===== src/rtl/rect_motion_ctl_if.sv =====
// Control/position bundle between the input stage and the rectangle motion controller.
interface rect_motion_ctl_if #(
  parameter int unsigned POS_W = 12
);
  logic             en;
  logic             btn_left;
  logic             btn_right;
  logic             btn_up;
  logic             btn_down;
  logic [POS_W-1:0] xpos;
  logic [POS_W-1:0] ypos;
  logic             moving;
  logic             at_floor;

  modport master (
    output en, btn_left, btn_right, btn_up, btn_down,
    input  xpos, ypos, moving, at_floor
  );

  modport slave (
    input  en, btn_left, btn_right, btn_up, btn_down,
    output xpos, ypos, moving, at_floor
  );
endinterface


===== src/rtl/rect_motion_ctl.sv =====
// Tick-paced 2-axis rectangle position controller with saturating bounds and an
// optional jump/fall vertical axis (GRAVITY=1).
module rect_motion_ctl #(
  parameter int unsigned POS_W      = 12,
  parameter int unsigned TICK_DIV   = 4_000_000,
  parameter int unsigned STEP       = 1,
  parameter int unsigned X_MAX      = 1023,
  parameter int unsigned Y_MAX      = 767,
  parameter int unsigned X_INIT     = 0,
  parameter int unsigned Y_INIT     = 0,
  parameter int unsigned GRAVITY    = 0,
  parameter int unsigned JUMP_TICKS = 32
) (
  input logic              clk,
  input logic              rst,
  rect_motion_ctl_if.slave bus
);

  localparam int unsigned CntW  = $clog2(TICK_DIV);
  localparam int unsigned RiseW = (JUMP_TICKS > 1) ? $clog2(JUMP_TICKS) : 1;

  localparam logic [CntW-1:0]  CntLast  = CntW'(TICK_DIV - 1);
  localparam logic [POS_W:0]   StepW    = (POS_W + 1)'(STEP);
  localparam logic [POS_W:0]   XMaxW    = (POS_W + 1)'(X_MAX);
  localparam logic [POS_W:0]   YMaxW    = (POS_W + 1)'(Y_MAX);
  localparam logic [POS_W-1:0] YMax     = POS_W'(Y_MAX);
  localparam logic [POS_W-1:0] XRst     = POS_W'(X_INIT);
  localparam logic [POS_W-1:0] YRst     = (GRAVITY != 0) ? POS_W'(Y_MAX) : POS_W'(Y_INIT);
  localparam logic [RiseW-1:0] RiseLast = RiseW'(JUMP_TICKS - 1);

  typedef enum logic [1:0] {StIdle = 2'd0, StRise = 2'd1, StFall = 2'd2} state_e;

  logic [CntW-1:0]  cnt_q, cnt_d;
  logic [POS_W-1:0] xpos_q, xpos_d, ypos_q, ypos_d;
  logic [RiseW-1:0] rise_q, rise_d;
  state_e           state_q, state_d;
  logic             pend_q, pend_d;
  logic             up_q;
  logic             moving_q, moving_d;
  logic             tick, up_edge;
  logic [POS_W-1:0] x_inc, x_dec, y_inc, y_dec;

  // Sums are formed one bit wider than the position so the bound compare cannot wrap.
  function automatic logic [POS_W-1:0] sat_inc(input logic [POS_W-1:0] v,
                                               input logic [POS_W:0]   lim);
    logic [POS_W:0] s;
    s = {1'b0, v} + StepW;
    return (s > lim) ? lim[POS_W-1:0] : s[POS_W-1:0];
  endfunction

  function automatic logic [POS_W-1:0] sat_dec(input logic [POS_W-1:0] v);
    return ({1'b0, v} >= StepW) ? v - StepW[POS_W-1:0] : '0;
  endfunction

  always_comb begin
    tick    = bus.en && (cnt_q == CntLast);
    up_edge = bus.btn_up && !up_q;
    x_inc   = sat_inc(xpos_q, XMaxW);
    x_dec   = sat_dec(xpos_q);
    y_inc   = sat_inc(ypos_q, YMaxW);
    y_dec   = sat_dec(ypos_q);

    cnt_d    = cnt_q;
    xpos_d   = xpos_q;
    ypos_d   = ypos_q;
    state_d  = state_q;
    rise_d   = rise_q;
    moving_d = moving_q;

    if (bus.en) cnt_d = tick ? '0 : cnt_q + CntW'(1);

    // Jump requests only latch while idle, so presses mid-air are dropped.
    if (!bus.en)                                               pend_d = 1'b0;
    else if ((GRAVITY != 0) && up_edge && (state_q == StIdle)) pend_d = 1'b1;
    else if (tick)                                             pend_d = 1'b0;
    else                                                       pend_d = pend_q;

    if (tick) begin
      if (bus.btn_right && !bus.btn_left)      xpos_d = x_inc;
      else if (bus.btn_left && !bus.btn_right) xpos_d = x_dec;

      if (GRAVITY == 0) begin
        if (bus.btn_down && !bus.btn_up)      ypos_d = y_inc;
        else if (bus.btn_up && !bus.btn_down) ypos_d = y_dec;
        moving_d = (xpos_d != xpos_q) || (ypos_d != ypos_q);
      end else begin
        case (state_q)
          StIdle: begin
            if (pend_q) begin
              ypos_d  = y_dec;
              rise_d  = '0;
              state_d = (JUMP_TICKS == 1) ? StFall : StRise;
            end
          end
          StRise: begin
            ypos_d = y_dec;
            rise_d = rise_q + RiseW'(1);
            if ((rise_d == RiseLast) || (y_dec == '0)) state_d = StFall;
          end
          StFall: begin
            ypos_d = y_inc;
            if (y_inc == YMax) state_d = StIdle;
          end
          default: state_d = StIdle;
        endcase
        moving_d = (state_d != StIdle) || (xpos_d != xpos_q);
      end
    end
  end

  always_ff @(posedge clk or posedge rst) begin
    if (rst) begin
      cnt_q    <= '0;
      xpos_q   <= XRst;
      ypos_q   <= YRst;
      state_q  <= StIdle;
      rise_q   <= '0;
      pend_q   <= 1'b0;
      up_q     <= 1'b0;
      moving_q <= 1'b0;
    end else begin
      cnt_q    <= cnt_d;
      xpos_q   <= xpos_d;
      ypos_q   <= ypos_d;
      state_q  <= state_d;
      rise_q   <= rise_d;
      pend_q   <= pend_d;
      up_q     <= bus.btn_up;
      moving_q <= moving_d;
    end
  end

  assign bus.xpos     = xpos_q;
  assign bus.ypos     = ypos_q;
  assign bus.moving   = moving_q;
  assign bus.at_floor = (ypos_q == YMax);

endmodule

===== src/flat_wrapper.sv =====
// flat-port wrapper written by rule: the top's interface ports become plain ports
module rect_motion_ctl_flat 
#(
  parameter int unsigned POS_W      = 12,
  parameter int unsigned TICK_DIV   = 4_000_000,
  parameter int unsigned STEP       = 1,
  parameter int unsigned X_MAX      = 1023,
  parameter int unsigned Y_MAX      = 767,
  parameter int unsigned X_INIT     = 0,
  parameter int unsigned Y_INIT     = 0,
  parameter int unsigned GRAVITY    = 0,
  parameter int unsigned JUMP_TICKS = 32
)
  (clk, rst, bus_en, bus_btn_left, bus_btn_right, bus_btn_up, bus_btn_down, bus_xpos, bus_ypos, bus_moving, bus_at_floor);
  rect_motion_ctl_if #(.POS_W(POS_W)) bus_i ();
  input logic clk;
  input logic rst;
  input wire logic [$bits(bus_i.en)-1:0] bus_en;
  input wire logic [$bits(bus_i.btn_left)-1:0] bus_btn_left;
  input wire logic [$bits(bus_i.btn_right)-1:0] bus_btn_right;
  input wire logic [$bits(bus_i.btn_up)-1:0] bus_btn_up;
  input wire logic [$bits(bus_i.btn_down)-1:0] bus_btn_down;
  output wire logic [$bits(bus_i.xpos)-1:0] bus_xpos;
  output wire logic [$bits(bus_i.ypos)-1:0] bus_ypos;
  output wire logic [$bits(bus_i.moving)-1:0] bus_moving;
  output wire logic [$bits(bus_i.at_floor)-1:0] bus_at_floor;
  assign bus_i.en = bus_en;
  assign bus_i.btn_left = bus_btn_left;
  assign bus_i.btn_right = bus_btn_right;
  assign bus_i.btn_up = bus_btn_up;
  assign bus_i.btn_down = bus_btn_down;
  assign bus_xpos = bus_i.xpos;
  assign bus_ypos = bus_i.ypos;
  assign bus_moving = bus_i.moving;
  assign bus_at_floor = bus_i.at_floor;
  rect_motion_ctl #(.POS_W(POS_W), .TICK_DIV(TICK_DIV), .STEP(STEP), .X_MAX(X_MAX), .Y_MAX(Y_MAX), .X_INIT(X_INIT), .Y_INIT(Y_INIT), .GRAVITY(GRAVITY), .JUMP_TICKS(JUMP_TICKS)) u_core (.clk(clk), .rst(rst), .bus(bus_i));
endmodule

===== config.mk =====
export PLATFORM = sky130hd
export DESIGN_NAME = rect_motion_ctl_flat
export DESIGN_NICKNAME = d
export VERILOG_FILES = /design/src/rtl/rect_motion_ctl_if.sv /design/src/rtl/rect_motion_ctl.sv /design/src/flat_wrapper.sv
export SDC_FILE = /design/constraint.sdc
export NUM_CORES = 1
export LEC_CHECK = 0
export ABC_AREA = 1
export BUFFER_PORTS_ARGS = -buffer_cell sky130_fd_sc_hd__buf_2
export CAP_MARGIN = 20
export CELL_PAD_IN_SITES_DETAIL_PLACEMENT = 0
export CELL_PAD_IN_SITES_GLOBAL_PLACEMENT = 2
export CORE_MARGIN = 3
export CORE_UTILIZATION = 30
export DETAILED_ROUTE_END_ITERATION = 8
export PLACE_DENSITY_LB_ADDON = 0.1
export SYNTH_ARGS = -nofsm -noshare
export SYNTH_HDL_FRONTEND = slang
export SYNTH_SLANG_ARGS = --single-unit

===== constraint.sdc =====
create_clock -name clk -period 2.61 [get_ports clk]
set_clock_uncertainty 0.2 [all_clocks]
set_input_delay 0.261 -clock clk [delete_from_list [all_inputs] [get_ports clk]]
set_output_delay 0.261 -clock clk [all_outputs]
set_load 0.02 [all_outputs]

==> qor.csv <==
stage,metric,value,unit
sta,layout_min_cycle_time,2.571,ns
pwr,switching_share,32.48,%
global_routing,grt_pass1_wl,24720,µm
global_routing,grt_pass1_vias,4738,
synth,synth_nets,716,
setup_path,critPathRequiredTime,2.62,ns
setup_path,worst-r2r-setup-slack,0.04,ns
pwr,report.power.total,1.886,mW
run,max-cap-violations,0,
finish,area.growth.synth_to_final,33.77,%
place,post-place-cells,971,
detailed_routing,detail_route.wirelength,15330,µm
setup_path,worst_r2r_startpoint,u_core.bus.xpos[1],
pwr,ir_drop,0.2316,mV
synth,synth_area_per_cell,6.256,µm²
setup_path,crit_fanout,7,
finish,design.final.nets,828,
die,initial_standard_cell_utilization_of_the_core,31.07,%
synth,synth_top_cell_by_area,sky130_fd_sc_hd__dfrtp_1,
finish,final_cell_mix,"sky130_fd_sc_hd__nand2_1, sky130_fd_sc_hd__buf_4, sky130_fd_sc_hd__nand3_1, sky130_fd_sc_hd__inv_1, sky130_fd_sc_hd__nor2_1",
pwr,pwr-share-clk,36.4,%
setup_path,setup_crit_start,u_core.bus.xpos[1],
setup_path,cpMostUsedCell,sky130_fd_sc_hd__nand2_1,
global_routing,number_of_antenna_violations_at_the_first_check_in_global_routing,0,
clock_tree,clock_tree.buffer_depth,2,
pwr,power.sequential.fraction,44.6,%
sta,max_freq,389.0,MHz
sta,relSlewSlack,62.41,%
sta,slew_viol_final,0,
detailed_routing,drc_errors,0,
die,placementRows,43,
die,die_x,126.8,µm
detailed_routing,route.vias.total,4999,
synth,synth_enable_flop_cells,0,
synth,mappedNetlistArea,4379,µm²
synth,ys_seq_elements,47,
synth,netlist.area_leader.share,26.86,%
die,total_die_area,16080,µm²
detailed_routing,antenna_left,0,
place,portBuffers,32,
finish,final-instance-count-excl-fill,993,
pwr,power.leakage,2.842,nW
pwr,proportion_of_power_drawn_by_combinational_gates,18.9,%
synth,synth-seq-area-share,26.86,%
synth,synth_top_cells_by_area,"sky130_fd_sc_hd__dfrtp_1, sky130_fd_sc_hd__nand2_1, sky130_fd_sc_hd__nand3_1",
place,routabilityCongestion,0.9285,
detailed_routing,routedWlPerCell,15.44,µm
setup_path,setup.worst_path.class,flop to flop,
setup_path,slowest_stage,sky130_fd_sc_hd__dfrtp_2,
detailed_routing,first_pass_iters,6,
die,io-pin-count,33,
synth,async_flop_share,100.0,%
clock_tree,htree_num_levels,2,
sta,fin_crit_sh,98.49,%
clock_tree,clock-root-buffer,sky130_fd_sc_hd__clkbuf_16,
finish,layout.core_utilization,41.56,%
global_routing,track_usage,19.06,%
die,core_area,14100,µm²
synth,synth-warning-count,0,
sta,setup-violations-final,0,
pwr,cell_internal_pwr,1.274,mW
sta,hold_viol_final,0,
global_routing,grt_remaining_overflow,0,
setup_path,data_arrival_critical_path,2.58,ns
setup_path,worst_setup_path_end_kind,flop,
synth,postSynthCellCount,700,
detailed_routing,drt_first_iter_violations,352,
die,fp.dieH,126.8,µm
setup_path,ff2ff_path_depth,18,
sta,worst_pin_slew,0.5631,ns
setup_path,path_cells,"buf_6, buf_4, nand3_1, o21bai_1, nand2_1, nor2_2, nand4_4, buf_6, nand3_4, nand2_2, nand2_2, nand3_2, nor2_2, nand2_1, nor2_1, nand3_1, nand2_1, inv_1",
sta,rsz0062_at_grt,true,
finish,layout-drive-gt1-share,30.14,%
outcome,outcome,finished clean,
place,dp_hpwl,11830,µm
clock_tree,worst_setup_hold_path_clk_slew,0.07,ns
finish,antenna_diode_count,0,
min_path,hold_path_class,primary input to flop,
pwr,net_switching,0.6127,mW
clock_tree,tritoncts_num_sinks,47,
detailed_routing,viasPerCell,5.034,
pwr,pwr_density_cell,322.0,nW/µm²
clock_tree,tritoncts,yes,
synth,post_synth_num_cell_types,40,
finish,layout_commonest_cell,sky130_fd_sc_hd__nand2_1,
setup_path,start_kind,flop,
clock_tree,clk_latency,0.30,ns
global_routing,grt_max_degree,32,
synth,synth-main-ff-cell,sky130_fd_sc_hd__dfrtp_1,
clock_tree,numCtsBuffers,5,
setup_path,critical_path.max_stage_delay,0.44,ns
sta,setup_total_negative_slack,0,ns
setup_path,r2r-end,u_core.bus.moving,
setup_path,crit_end,u_core.bus.moving,
==> routing by layer <==
layer	track usage (%)	vias to the layer above	wire [µm]
met3	2.611	14	512
met5	0	-	0
li1	-	2534	-
met1	26.19	2365	7150
met2	31.97	86	7458
met4	4.101	0	211
==> flip-flops by register name, indices dropped and copies added (netlist names) <==
| register | cells |
|---|---|
| u_core.bus.ypos | 12 |
| u_core.bus.moving | 1 |
| u_core.bus.xpos | 12 |
| u_core.cnt_q | 22 |
==> what timing repair did <==
action	in CTS	in global routing
hold buffers	1	0
pin swaps	5	47
cloned	0	1
resized for setup	11	84
setup endpoints to repair	1	1
endpoints found under the hold margin	19	0
buffers inserted	2	10
==> area by class of cell <==
| class | count | area, µm² |
|---|---|---|
| Tap cell | 180 | 225.2 |
| Timing Repair Buffer | 125 | 933.4 |
| Fill cell | 1547 | 8238 |
| Inverter | 81 | 306.5 |
| Clock inverter | 3 | 22.52 |
| Sequential cell | 47 | 1190 |
| Clock buffer | 5 | 125.1 |
| Multi-Input combinational cell | 552 | 3055 |
==> cells in the mapped netlist (2+ instances only) <==
cell type                  instances
sky130_fd_sc_hd__nand2_1         201
sky130_fd_sc_hd__nand3_1          80
sky130_fd_sc_hd__inv_1            71
sky130_fd_sc_hd__nor2_1           68
sky130_fd_sc_hd__o21ai_0          54
sky130_fd_sc_hd__dfrtp_1          47
sky130_fd_sc_hd__a21oi_1          25
sky130_fd_sc_hd__nor3_1           21
sky130_fd_sc_hd__nand4_1          20
sky130_fd_sc_hd__xor2_1           12
sky130_fd_sc_hd__ha_1              9
sky130_fd_sc_hd__inv_2             9
sky130_fd_sc_hd__clkbuf_1          8
sky130_fd_sc_hd__nand2_2           8
sky130_fd_sc_hd__buf_4             7
sky130_fd_sc_hd__nand3_2           7
sky130_fd_sc_hd__nor2_4            7
sky130_fd_sc_hd__nor4_1            6
sky130_fd_sc_hd__buf_2             5
sky130_fd_sc_hd__nor2_2            4
sky130_fd_sc_hd__a211oi_1          3
sky130_fd_sc_hd__o21ai_1           3
sky130_fd_sc_hd__a31o_2            2
sky130_fd_sc_hd__a31oi_1           2
sky130_fd_sc_hd__nand3_4           2
sky130_fd_sc_hd__nor3_2            2
sky130_fd_sc_hd__nor3b_1           2
sky130_fd_sc_hd__o211ai_1          2
sky130_fd_sc_hd__o31ai_1           2
==> cell families after synthesis <==
family                     after synthesis  synth area share (%)
xor gates and xnor gates                12                 2.400
and+or+nand+nor                        434                 46.66
buffers and inverters                  102                 9.657
adders and majority gates                9                 2.571
AOI/OAI and AO/OA                       96                 11.86
DFF                                     47                 26.86
==> per-stage QoR <==
step                      setup slack (ns)  hold slack [ns]  instance area [µm²]
after global placement             -0.1478           0.1413                 5271
after global routing               -0.2113           0.1377                 5858
after detailed placement           -0.1405           0.1463                 5271
after CTS                         0.001681          0.08726                 5484
final                              0.03938          0.09165                 5858
after floorplan                     0.1387           0.2957                 4379
==> critical path: cells and delay by family, from the launching register on <==
kind | cells | cell delay, ns
AND/OR/NAND/NOR | 13 | 1.16
buffers and inverters | 4 | 0.45
flip-flops | 1 | 0.44
AO/OA/AOI/OAI | 1 | 0.20
==> worst min-delay path by stage <==
stage / slack, ns / to / cells past startpoint / startpoint
floorplan: 0.30 / u_core.cnt_q[4] / 1 / u_core.cnt_q[4]
global placement: 0.14 / u_core.cnt_q[20] / 2 / rst
global route: 0.14 / u_core.cnt_q[0] / 2 / bus_en
finish: 0.09 / u_core.cnt_q[0] / 2 / bus_en
CTS: 0.09 / u_core.cnt_q[1] / 2 / bus_en
detailed placement: 0.15 / u_core.bus.xpos[10] / 2 / rst
==> power by group through the flow <==
| stage | clock (mW) | combinational, mW | sequential, mW |
|---|---|---|---|
| 2_1_floorplan | 0 | 0.234 | 0.844 |
| 6_report | 0.687 | 0.357 | 0.842 |
| 3_5_place_dp | 0 | 0.340 | 0.856 |
| 3_3_place_gp | 0 | 0.342 | 0.853 |
| 5_1_grt | 0.756 | 0.410 | 0.853 |
| 4_1_cts | 0.726 | 0.345 | 0.841 |
Power figures use the tool's default switching activity.
